<file path="config.mk">
export PLATFORM = sky130hd
export DESIGN_NAME = capture_ctrl_flat
export DESIGN_NICKNAME = d
export VERILOG_FILES = /design/src/rtl/capture_ctrl_if.sv /design/src/rtl/capture_ctrl.sv /design/src/flat_wrapper.sv
export SDC_FILE = /design/constraint.sdc
export NUM_CORES = 1
export LEC_CHECK = 0
export ABC_AREA = 1
export BUFFER_PORTS_ARGS = -buffer_cell sky130_fd_sc_hd__buf_2
export CELL_PAD_IN_SITES_DETAIL_PLACEMENT = 0
export CELL_PAD_IN_SITES_GLOBAL_PLACEMENT = 1
export CORE_AREA = 2 2 130 94
export DETAILED_ROUTE_END_ITERATION = 8
export DIE_AREA = 0 0 132 96
export PLACE_DENSITY_LB_ADDON = 0.1
export SETUP_SLACK_MARGIN = 0.02
export SLEW_MARGIN = 10
export SYNTH_ARGS = -nofsm -noshare
export SYNTH_HDL_FRONTEND = slang
export SYNTH_SLANG_ARGS = --single-unit
</file>
<file path="constraint.sdc">
create_clock -name clk -period 4.21 [get_ports clk]
set_input_delay 0.842 -clock clk [delete_from_list [all_inputs] [get_ports clk]]
set_output_delay 0.842 -clock clk [all_outputs]
set_load 0.01 [all_outputs]
</file>
<file path="src/rtl/capture_ctrl_if.sv">
// Capture RAM write port shared by the acquisition sequencer (master) and the sample buffer (slave).
interface capture_ctrl_if #(
    parameter int WIDTH  = 8,
    parameter int ADDR_W = 4
);
    logic              wr_en;
    logic [ADDR_W-1:0] wr_addr;
    logic [WIDTH-1:0]  wr_data;

    modport master (output wr_en, output wr_addr, output wr_data);
    modport slave  (input  wr_en, input  wr_addr, input  wr_data);
endinterface

</file>
<file path="src/rtl/capture_ctrl.sv">
// Oscilloscope acquisition sequencer: paced sampling into a circular buffer with pre-trigger
// history, level/edge or forced trigger, then a fixed post-trigger fill and stop.
module capture_ctrl #(
    parameter int WIDTH  = 8,
    parameter int ADDR_W = 4,
    parameter int DIV_W  = 16
) (
    input  logic                     clk,
    input  logic                     rst,
    input  logic                     arm,
    input  logic                     abort,
    input  logic                     force_trig,
    input  logic                     trig_edge,
    input  logic signed [WIDTH-1:0]  trig_level,
    input  logic        [ADDR_W-1:0] pre_count,
    input  logic        [DIV_W-1:0]  div,
    input  logic signed [WIDTH-1:0]  adc_data,
    capture_ctrl_if.master           wr,
    output logic        [ADDR_W-1:0] trig_addr,
    output logic                     busy,
    output logic                     done,
    output logic        [2:0]        state
);

    localparam logic [2:0] IDLE  = 3'd0;
    localparam logic [2:0] PRE   = 3'd1;
    localparam logic [2:0] ARMED = 3'd2;
    localparam logic [2:0] POST  = 3'd3;
    localparam logic [2:0] DONE  = 3'd4;

    localparam logic [DIV_W-1:0]  DIV_ONE  = DIV_W'(1);
    localparam logic [ADDR_W-1:0] ADDR_ONE = ADDR_W'(1);

    logic [2:0]               state_q;
    logic [DIV_W-1:0]         div_q;
    logic [DIV_W-1:0]         div_cnt;
    logic [DIV_W-1:0]         div_last;
    logic [ADDR_W-1:0]        pre_q;
    logic [ADDR_W-1:0]        fill_cnt;
    logic [ADDR_W-1:0]        post_rem;
    logic [ADDR_W-1:0]        wr_ptr;
    logic                     edge_q;
    logic signed [WIDTH-1:0]  level_q;
    logic signed [WIDTH-1:0]  prev;
    logic                     prev_valid;
    logic                     running;
    logic                     tick;
    logic                     start;
    logic                     rising;
    logic                     falling;
    logic                     hit;

    // NOTE: every signal assigned here gets a value on every path, so no latch is inferred.
    always_comb begin
        div_last = (div_q == '0) ? '0 : div_q - DIV_ONE;
        running  = (state_q == PRE) || (state_q == ARMED) || (state_q == POST);
        tick     = running && (div_cnt == div_last);
        start    = arm && ((state_q == IDLE) || (state_q == DONE));
        rising   = (prev < level_q) && (adc_data >= level_q);
        falling  = (prev > level_q) && (adc_data <= level_q);
        hit      = force_trig || (prev_valid && (edge_q ? falling : rising));
        busy     = running;
        done     = (state_q == DONE);
        state    = state_q;
    end

    // NOTE: sequential state uses non-blocking assignments only; wr_en defaults low so it is a one-cycle strobe.
    always_ff @(posedge clk) begin
        if (rst) begin
            state_q    <= IDLE;
            div_q      <= '0;
            div_cnt    <= '0;
            pre_q      <= '0;
            fill_cnt   <= '0;
            post_rem   <= '0;
            wr_ptr     <= '0;
            edge_q     <= 1'b0;
            level_q    <= '0;
            prev       <= '0;
            prev_valid <= 1'b0;
            trig_addr  <= '0;
            wr.wr_en   <= 1'b0;
            wr.wr_addr <= '0;
            wr.wr_data <= '0;
        end else begin
            wr.wr_en <= 1'b0;
            if (abort) begin
                state_q    <= IDLE;
                div_cnt    <= '0;
                prev_valid <= 1'b0;
                trig_addr  <= '0;
            end else if (start) begin
                pre_q      <= pre_count;
                div_q      <= div;
                edge_q     <= trig_edge;
                level_q    <= trig_level;
                div_cnt    <= '0;
                fill_cnt   <= '0;
                wr_ptr     <= '0;
                prev_valid <= 1'b0;
                state_q    <= (pre_count != '0) ? PRE : ARMED;
            end else if (running) begin
                div_cnt <= tick ? '0 : div_cnt + DIV_ONE;
                if (tick) begin
                    wr.wr_en   <= 1'b1;
                    wr.wr_addr <= wr_ptr;
                    wr.wr_data <= adc_data;
                    wr_ptr     <= wr_ptr + ADDR_ONE;
                    prev       <= adc_data;
                    prev_valid <= 1'b1;
                    case (state_q)
                        PRE: begin
                            fill_cnt <= fill_cnt + ADDR_ONE;
                            if (fill_cnt + ADDR_ONE == pre_q) state_q <= ARMED;
                        end
                        ARMED: begin
                            if (hit) begin
                                // Post-trigger length fills the rest of the buffer: DEPTH-1-pre.
                                trig_addr <= wr_ptr;
                                post_rem  <= ~pre_q;
                                state_q   <= (&pre_q) ? DONE : POST;
                            end
                        end
                        POST: begin
                            post_rem <= post_rem - ADDR_ONE;
                            if (post_rem == ADDR_ONE) state_q <= DONE;
                        end
                        default: state_q <= IDLE;
                    endcase
                end
            end
        end
    end

endmodule

</file>
<file path="src/flat_wrapper.sv">
// flat-port wrapper written by rule: the top's interface ports become plain ports
module capture_ctrl_flat 
#(
    parameter int WIDTH  = 8,
    parameter int ADDR_W = 4,
    parameter int DIV_W  = 16
)
  (clk, rst, arm, abort, force_trig, trig_edge, trig_level, pre_count, div, adc_data, trig_addr, busy, done, state, wr_wr_en, wr_wr_addr, wr_wr_data);
  capture_ctrl_if #(.WIDTH(WIDTH), .ADDR_W(ADDR_W)) wr_i ();
  input  logic clk;
  input  logic rst;
  input  logic arm;
  input  logic abort;
  input  logic force_trig;
  input  logic trig_edge;
  input  logic signed [WIDTH-1:0] trig_level;
  input  logic        [ADDR_W-1:0] pre_count;
  input  logic        [DIV_W-1:0] div;
  input  logic signed [WIDTH-1:0] adc_data;
  output logic        [ADDR_W-1:0] trig_addr;
  output logic busy;
  output logic done;
  output logic        [2:0] state;
  output wire logic [$bits(wr_i.wr_en)-1:0] wr_wr_en;
  output wire logic [$bits(wr_i.wr_addr)-1:0] wr_wr_addr;
  output wire logic [$bits(wr_i.wr_data)-1:0] wr_wr_data;
  assign wr_wr_en = wr_i.wr_en;
  assign wr_wr_addr = wr_i.wr_addr;
  assign wr_wr_data = wr_i.wr_data;
  capture_ctrl #(.WIDTH(WIDTH), .ADDR_W(ADDR_W), .DIV_W(DIV_W)) u_core (.clk(clk), .rst(rst), .arm(arm), .abort(abort), .force_trig(force_trig), .trig_edge(trig_edge), .trig_level(trig_level), .pre_count(pre_count), .div(div), .adc_data(adc_data), .wr(wr_i), .trig_addr(trig_addr), .busy(busy), .done(done), .state(state));
endmodule
</file>
# Yosys cells after proc, flatten, opt, wreduce, memory -nomap -nowiden
# Cells that the tools add are included.
[classes]
order_cmp = 4
bitwise_logic = 4
addsub = 5
eq_ne = 11
reduce_logical = 28
n_mux = 22
[op_table]
columns = ["operator", "n"]
rows = [
  ["$mux 16", 2],
  ["$mux 4", 8],
  ["$mux 3", 7],
  ["$add 16x1->16 const B", 1],
  ["$eq 16x16->1", 1],
  ["$logic_not 16->1", 1],
  ["$sub 16x1->16 const B", 1],
  ["$reduce_and 4->1", 3],
  ["$reduce_and 5->1", 2],
  ["$pmux 3 s3", 1],
  ["$add 4x1->4 const B", 2],
  ["$ge 8x8->1", 1],
  ["$gt 8x8->1", 1],
  ["$le 8x8->1", 1],
  ["$lt 8x8->1", 1],
  ["$pmux 4 s2", 1],
  ["$reduce_bool 2->1", 4],
  ["$eq 3x2->1 const B", 2],
  ["$ne 3x2->1 const B", 2],
  ["$reduce_and 6->1", 1],
  ["$logic_and 1x1->1", 5],
  ["$eq 4x1->1 const B", 1],
  ["$eq 4x4->1", 1],
  ["$logic_or 1x1->1", 4],
  ["16 further kinds", 20],
]
[totals]
ff_bits = 78
output_inout_bits = 22
wordCells = 88
in_bits = 42

# Longest topological paths before layout
[depth]
word_depth = 10
mapped_depth = 21

# Worst setup path after synthesis
# No wires, ideal clock.
[synth_path]
path_kind = "in2reg"
start = "input adc_data[7]"
end = "register u_core.post_rem[0]"
required_ns = 4.097
setup_time_ns = 0.113
cell_stages = 16
arrival_time_ns = 2.289
path_buffers = 0
slack_ns = 1.808
path_cell_list = "ha_1 > nand2_1 > nor2_1 > nand2_1 > nand2_1 > nand2_1 > nand3_1 > nand2_1 > nand2_1 > nand3_1 > nand3_1 > nand2_1 > nor2_4 > inv_1 > nor2_1 > nor2_1"
[synth_via]
elab_chain_len = 7
elab_cells_between_ends = 9
classes_between = "order compare: 2; eq/ne: 1; mux: 1; reduce/logical: 5"
[synth_rtl]
columns = ["item", "line", "text"]
rows = [
  ["start: declaration", "flat_wrapper.sv:19", "input logic signed [WIDTH-1:0] adc_data;"],
  ["$ge 8x8->1 / $le 8x8->1 (equally long branches)", "capture_ctrl.sv:59, capture_ctrl.sv:60", ""],
  ["$logic_and 1x1->1, on equally long branches", "capture_ctrl.sv:59, capture_ctrl.sv:60", ""],
  ["$mux 1 *", "capture_ctrl.sv:61", "hit = force_trig || (prev_valid && (edge_q ? falling : rising));"],
  ["$logic_and 1x1->1 *", "capture_ctrl.sv:61", ""],
  ["$logic_or 1x1->1 *", "capture_ctrl.sv:61", ""],
  ["$ne 2x1->1 (no source line) *", "n/a", ""],
  ["$reduce_and 6->1 (no source line) *", "n/a", ""],
  ["end signal: assignment", "capture_ctrl.sv:120", "post_rem <= ~pre_q;"],
  ["end signal: assignment", "capture_ctrl.sv:125", "post_rem <= post_rem - ADDR_ONE;"],
  ["end: declaration", "capture_ctrl.sv:40", "logic [ADDR_W-1:0] post_rem;"],
]
# Every way passes the cells marked *; elsewhere a longest branch is shown, timed or not.
# A chain may end at the register's enable or synchronous reset.

# Worst setup path after layout
[layout_path]
start = "register u_core.div_q[0]"
end = "register u_core.trig_addr[2]"
[layout_via]
elab_chain_len = 5
elab_cells_between_ends = 6
classes_between = "add/sub: 1; eq/ne: 1; mux: 1; reduce/logical: 3"
[layout_rtl]
columns = ["item", "line", "text"]
rows = [
  ["start: declaration", "capture_ctrl.sv:35", "logic [DIV_W-1:0] div_q;"],
  ["start signal: assignment", "capture_ctrl.sv:94", "div_q <= div;"],
  ["$sub 16x1->16 / $logic_not 16->1 (equally long branches)", "capture_ctrl.sv:55", "div_last = (div_q == '0) ? '0 : div_q - DIV_ONE;"],
  ["$mux 16 *", "capture_ctrl.sv:55", ""],
  ["$eq 16x16->1 *", "capture_ctrl.sv:57", "tick = running && (div_cnt == div_last);"],
  ["$logic_and 1x1->1 *", "capture_ctrl.sv:57", ""],
  ["$reduce_and 5->1 (no source line) *", "n/a", ""],
  ["end signal: assignment", "capture_ctrl.sv:119", "trig_addr <= wr_ptr;"],
  ["end: declaration", "capture_ctrl.sv:19", "output logic [ADDR_W-1:0] trig_addr,"],
]
# Marks and branches as above.

==> impl_results.md <==
* Slew @ Worst Pin at ~1000 ps
* DRC errors left at 0
* FILL cells at roughly 1,200
* Row count at 33
* # IOs at 64
* Commonest non-fill, non-tap cell in the layout: nand2_1
* Final Skew at 6.62 ps
* CTS H-Tree Depth at 3
* DRT iter0 DRCs at 341
* Synthesized flop and latch total at 78
* Max Root-Sink Buffers at 2
* First-pass iteration count of the detailed router at 5
* Drt total wl at 13,000 um
* Gate Count Post-Synth at slightly above 700
* Setup CP Type: flop to flop
* CTS buffer count at 9
* Slew Viols, Final at 0
* Status: complete, no violations
* Crit path time final at 2760 ps
* CTS Root Cell: clkbuf_16
* Crit-path max FO at 28
* Logic pwr share at 0.202
* Util after Layout at 0.479
* Critical path, cell by cell: clkinv_1 -> ha_1 -> nand2_4 -> nor2_4 -> nand2_4 -> nand2_1 -> nand2_1 -> nand2_1 -> a21oi_2 -> nand2_1 -> nor2_1 -> nand2_1 -> nor2_1 -> nand3_1 -> o21ai_0 -> nor2_1
* Post-synthesis xor/xnor area fraction at 0.0353
* Final setup violating endpoints at 0
* Post-CTS sizing at 0
* Mux cell area share after synthesis at 0
* DIE AREA at 12,700 um2
* Crit path max-delay family: simple AND/OR/NAND/NOR gates
* Leak at 2.53 nW
* Sw Pwr at 601 uW
* Routed WL per cell at 13.8 um
* R2R depth at 16
* WHS Path Cells at 2
* Worst Hold Class: flop to flop
* Reg-to-Reg Start: u_core.div_q[0]$_SDFFE_PP0P_
* Endpoint, Worst Hold: u_core.edge_q$_SDFFE_PP0P_
* Most used routing layer: met1
* Global-route wire length before repair at 21,300 um
* WP data arrival at 2990 ps
* CTS tree: done
* Slew margin rel. at 0.330
* Distinct cells, synth at 37
* Worst path max stage delay at 330 ps
* Fin. Hold Viols at 0
* Initial antenna violation count at 0
* Clock Latency Late Sink at 340 ps
* Crit path top cell by count: nand2_1
* Final period util at 0.655
* Synth Area in Compound Gates at 0.123
* DIE WIDTH at 132 um
* FMAX at 0.363 GHz
* Met2 Use GR at 0.312
* Tot GR Track Use at 0.214
* R2r setup slk at approximately 1500 ps
* Hold Startpoint: u_core.edge_q$_SDFFE_PP0P_
* Final worst slack at around 1500 ps
* P_int at 1.43 mW
* Chip Height at 96 um
* Largest family of logic cells by synthesized area: simple AND/OR/NAND/NOR gates
* Final HPWL DP at slightly above 10,000 um
* Area growth, synth to finish at 16.4%
* CTS Hold Bufs at 0
* Hold Slack at 473 ps
* Clock sinks at 78
* Max-Cap Viols at 0
* Met3 GRT Util at 0.0448
* Data required, critical path at between 4000 and 5000 ps
* Power density over the cells at 370 nW/um2
* Antenna cells at 0
* Grt total ovfl at 0
* Grt met1 use at 0.319
* Postcts setup bufs at 0
* Core Area at 11,400 um2
* Post-Synth Adder-Cell Area at 0.0585
* DR vias/cell at about 5
* Pre-CTS setup slack at 1400 ps
* Synth Area in Simple Gates at 0.366
* PortBufs at 63
* Commonest non-fill, non-tap cells in the layout: nand2_1, nor2_1, inv_1
* Synth warn at 0
* Buf+Inv Stages, Crit Path at 1
* Critical Path Source Type: flop
* Final Wtd Congestion at between 0.9 and 1
* Setup TNS at 0 ps
* Critical Path End Type: flop
* RSZ-0062 raised after global routing: no
* Vias at approximately 4,700
* Starting Density at 0.412
* Post-route ant nets at 0
* Worst VDD drop at 0.000193 V
* Number of global-route vias before repair at around 4,200
* FF-to-FF End: u_core.trig_addr[2]$_SDFFE_PP0P_
* Layout cells sized above 1 at 0.135
* Final net count at 846
* Total power at just over 2 mW
* Synthesized cell area at 4710 um2
* Sequential share of power at 0.387
* Register area share after synthesis at 0.332
* Clk network pwr share at 0.411
* Pin count of the biggest net entering global routing at 39
* Sw Share at 0.296
* Avg Synthesized Cell Area at 6.55 um2
* Clk slew on worst S/H paths at 60 ps
* Slowest stage cell on the critical path: ha_1
* Mapped Nets at about 780
[layer usage]
layer | vias up | share of wire
met4 | 0 | 0.013
li1 | 2458 | -
met3 | 18 | 0.060
met1 | 2117 | 0.54
met2 | 133 | 0.39
met5 | - | 0
[cells by family after synthesis]
logic type,count (synthesis)
simple gates,387
fa+ha+maj,22
compound gates,112
xor+xnor,19
flops,78
buf+inv,101
[flip-flops by register name (all words and copies together) (netlist names)]
signal	count
u_core.div_cnt	16
u_core.div_q	16
u_core.level_q	8
u_core.prev	8
u_core.fill_cnt	4
u_core.post_rem	4
u_core.pre_q	4
u_core.trig_addr	4
u_core.wr.wr_addr	4
u_core.wr_ptr	4
u_core.state	3
u_core.edge_q	1
u_core.prev_valid	1
u_core.wr.wr_en	1
[through the flow]
step                      std cells  instance area (um2)
after global routing            942                 5480
after detailed placement        928                 5170
after floorplan                 719                 4710
final                           942                 5480
after global placement          928                 5170
after CTS                       942                 5480
[tightest hold or removal path, stage by stage, from the launching register on]
cell     delay [ps]
dfxtp_1         310
inv_1            60
a21oi_1          60
[power groups by stage]
stage	Combinational, mW	Sequential [mW]	Clock (mW)
floorplan	0.304	0.794	0
global placement	0.401	0.800	0
detailed placement	0.404	0.800	0
CTS	0.407	0.784	0.850
global route	0.466	0.788	0.883
finish	0.409	0.785	0.835
[area by class of cell]
class                   count  area, um2  area share
clock buffers              10        239      0.0436
inverters                  86        324      0.0591
clock inverters             4       72.6      0.0132
flip-flops and latches     78       1560       0.285
well taps                 157        196      0.0358
multi-input cells         540       2740       0.500
repair buffers             67        345      0.0630
[worst max path at each step]
stage | startpoint | endpoint | slack [ps] | depth (start not counted)
2_1_floorplan | adc_data[7] | u_core.post_rem[0]$_SDFFE_PP0P_ | 1810 | 16
3_3_place_gp | adc_data[7] | u_core.post_rem[1]$_SDFFE_PP0P_ | 1420 | 17
3_5_place_dp | adc_data[7] | u_core.post_rem[1]$_SDFFE_PP0P_ | 1400 | 17
4_1_cts | u_core.div_q[0]$_SDFFE_PP0P_ | u_core.wr_ptr[2]$_SDFFE_PP0P_ | 1460 | 15
5_1_grt | u_core.div_q[0]$_SDFFE_PP0P_ | u_core.wr.wr_addr[3]$_SDFFE_PP0P_ | 1120 | 17
6_report | u_core.div_q[0]$_SDFFE_PP0P_ | u_core.trig_addr[2]$_SDFFE_PP0P_ | 1450 | 16
[synthesized netlist by cell type]
cell type,count,area [um2]
nand3b_1,1,7.51
clkinv_2,1,5.00
clkbuf_1,11,41.3
clkinv_1,2,7.51
buf_6,3,33.8
nor2_4,4,45.0
nand3_2,2,20.0
a21oi_1,45,225
nand4_1,21,131
a21o_1,1,7.51
and3_1,1,6.26
nand2_1,166,623
a31oi_1,1,6.26
ha_1,22,275
o21a_1,1,7.51
nand2_4,3,33.8
xor2_1,16,140
o31ai_1,1,7.51
a21oi_2,1,8.76
o21ai_1,4,20.0
dfxtp_1,78,1560
or2_2,1,6.26
o21bai_1,1,7.51
buf_2,1,5.00
nand4_2,1,12.5
nor3b_1,2,15.0
nand3_4,2,35.0
nor3_1,11,55.1
nor2_1,115,432
o21ai_0,56,280
inv_1,83,312
xnor2_1,3,26.3
o32ai_1,1,8.76
nand2_2,3,18.8
nand3_1,46,230
nor4_1,1,6.26
nor2_2,7,43.8
Power figures use the tool's default switching activity.
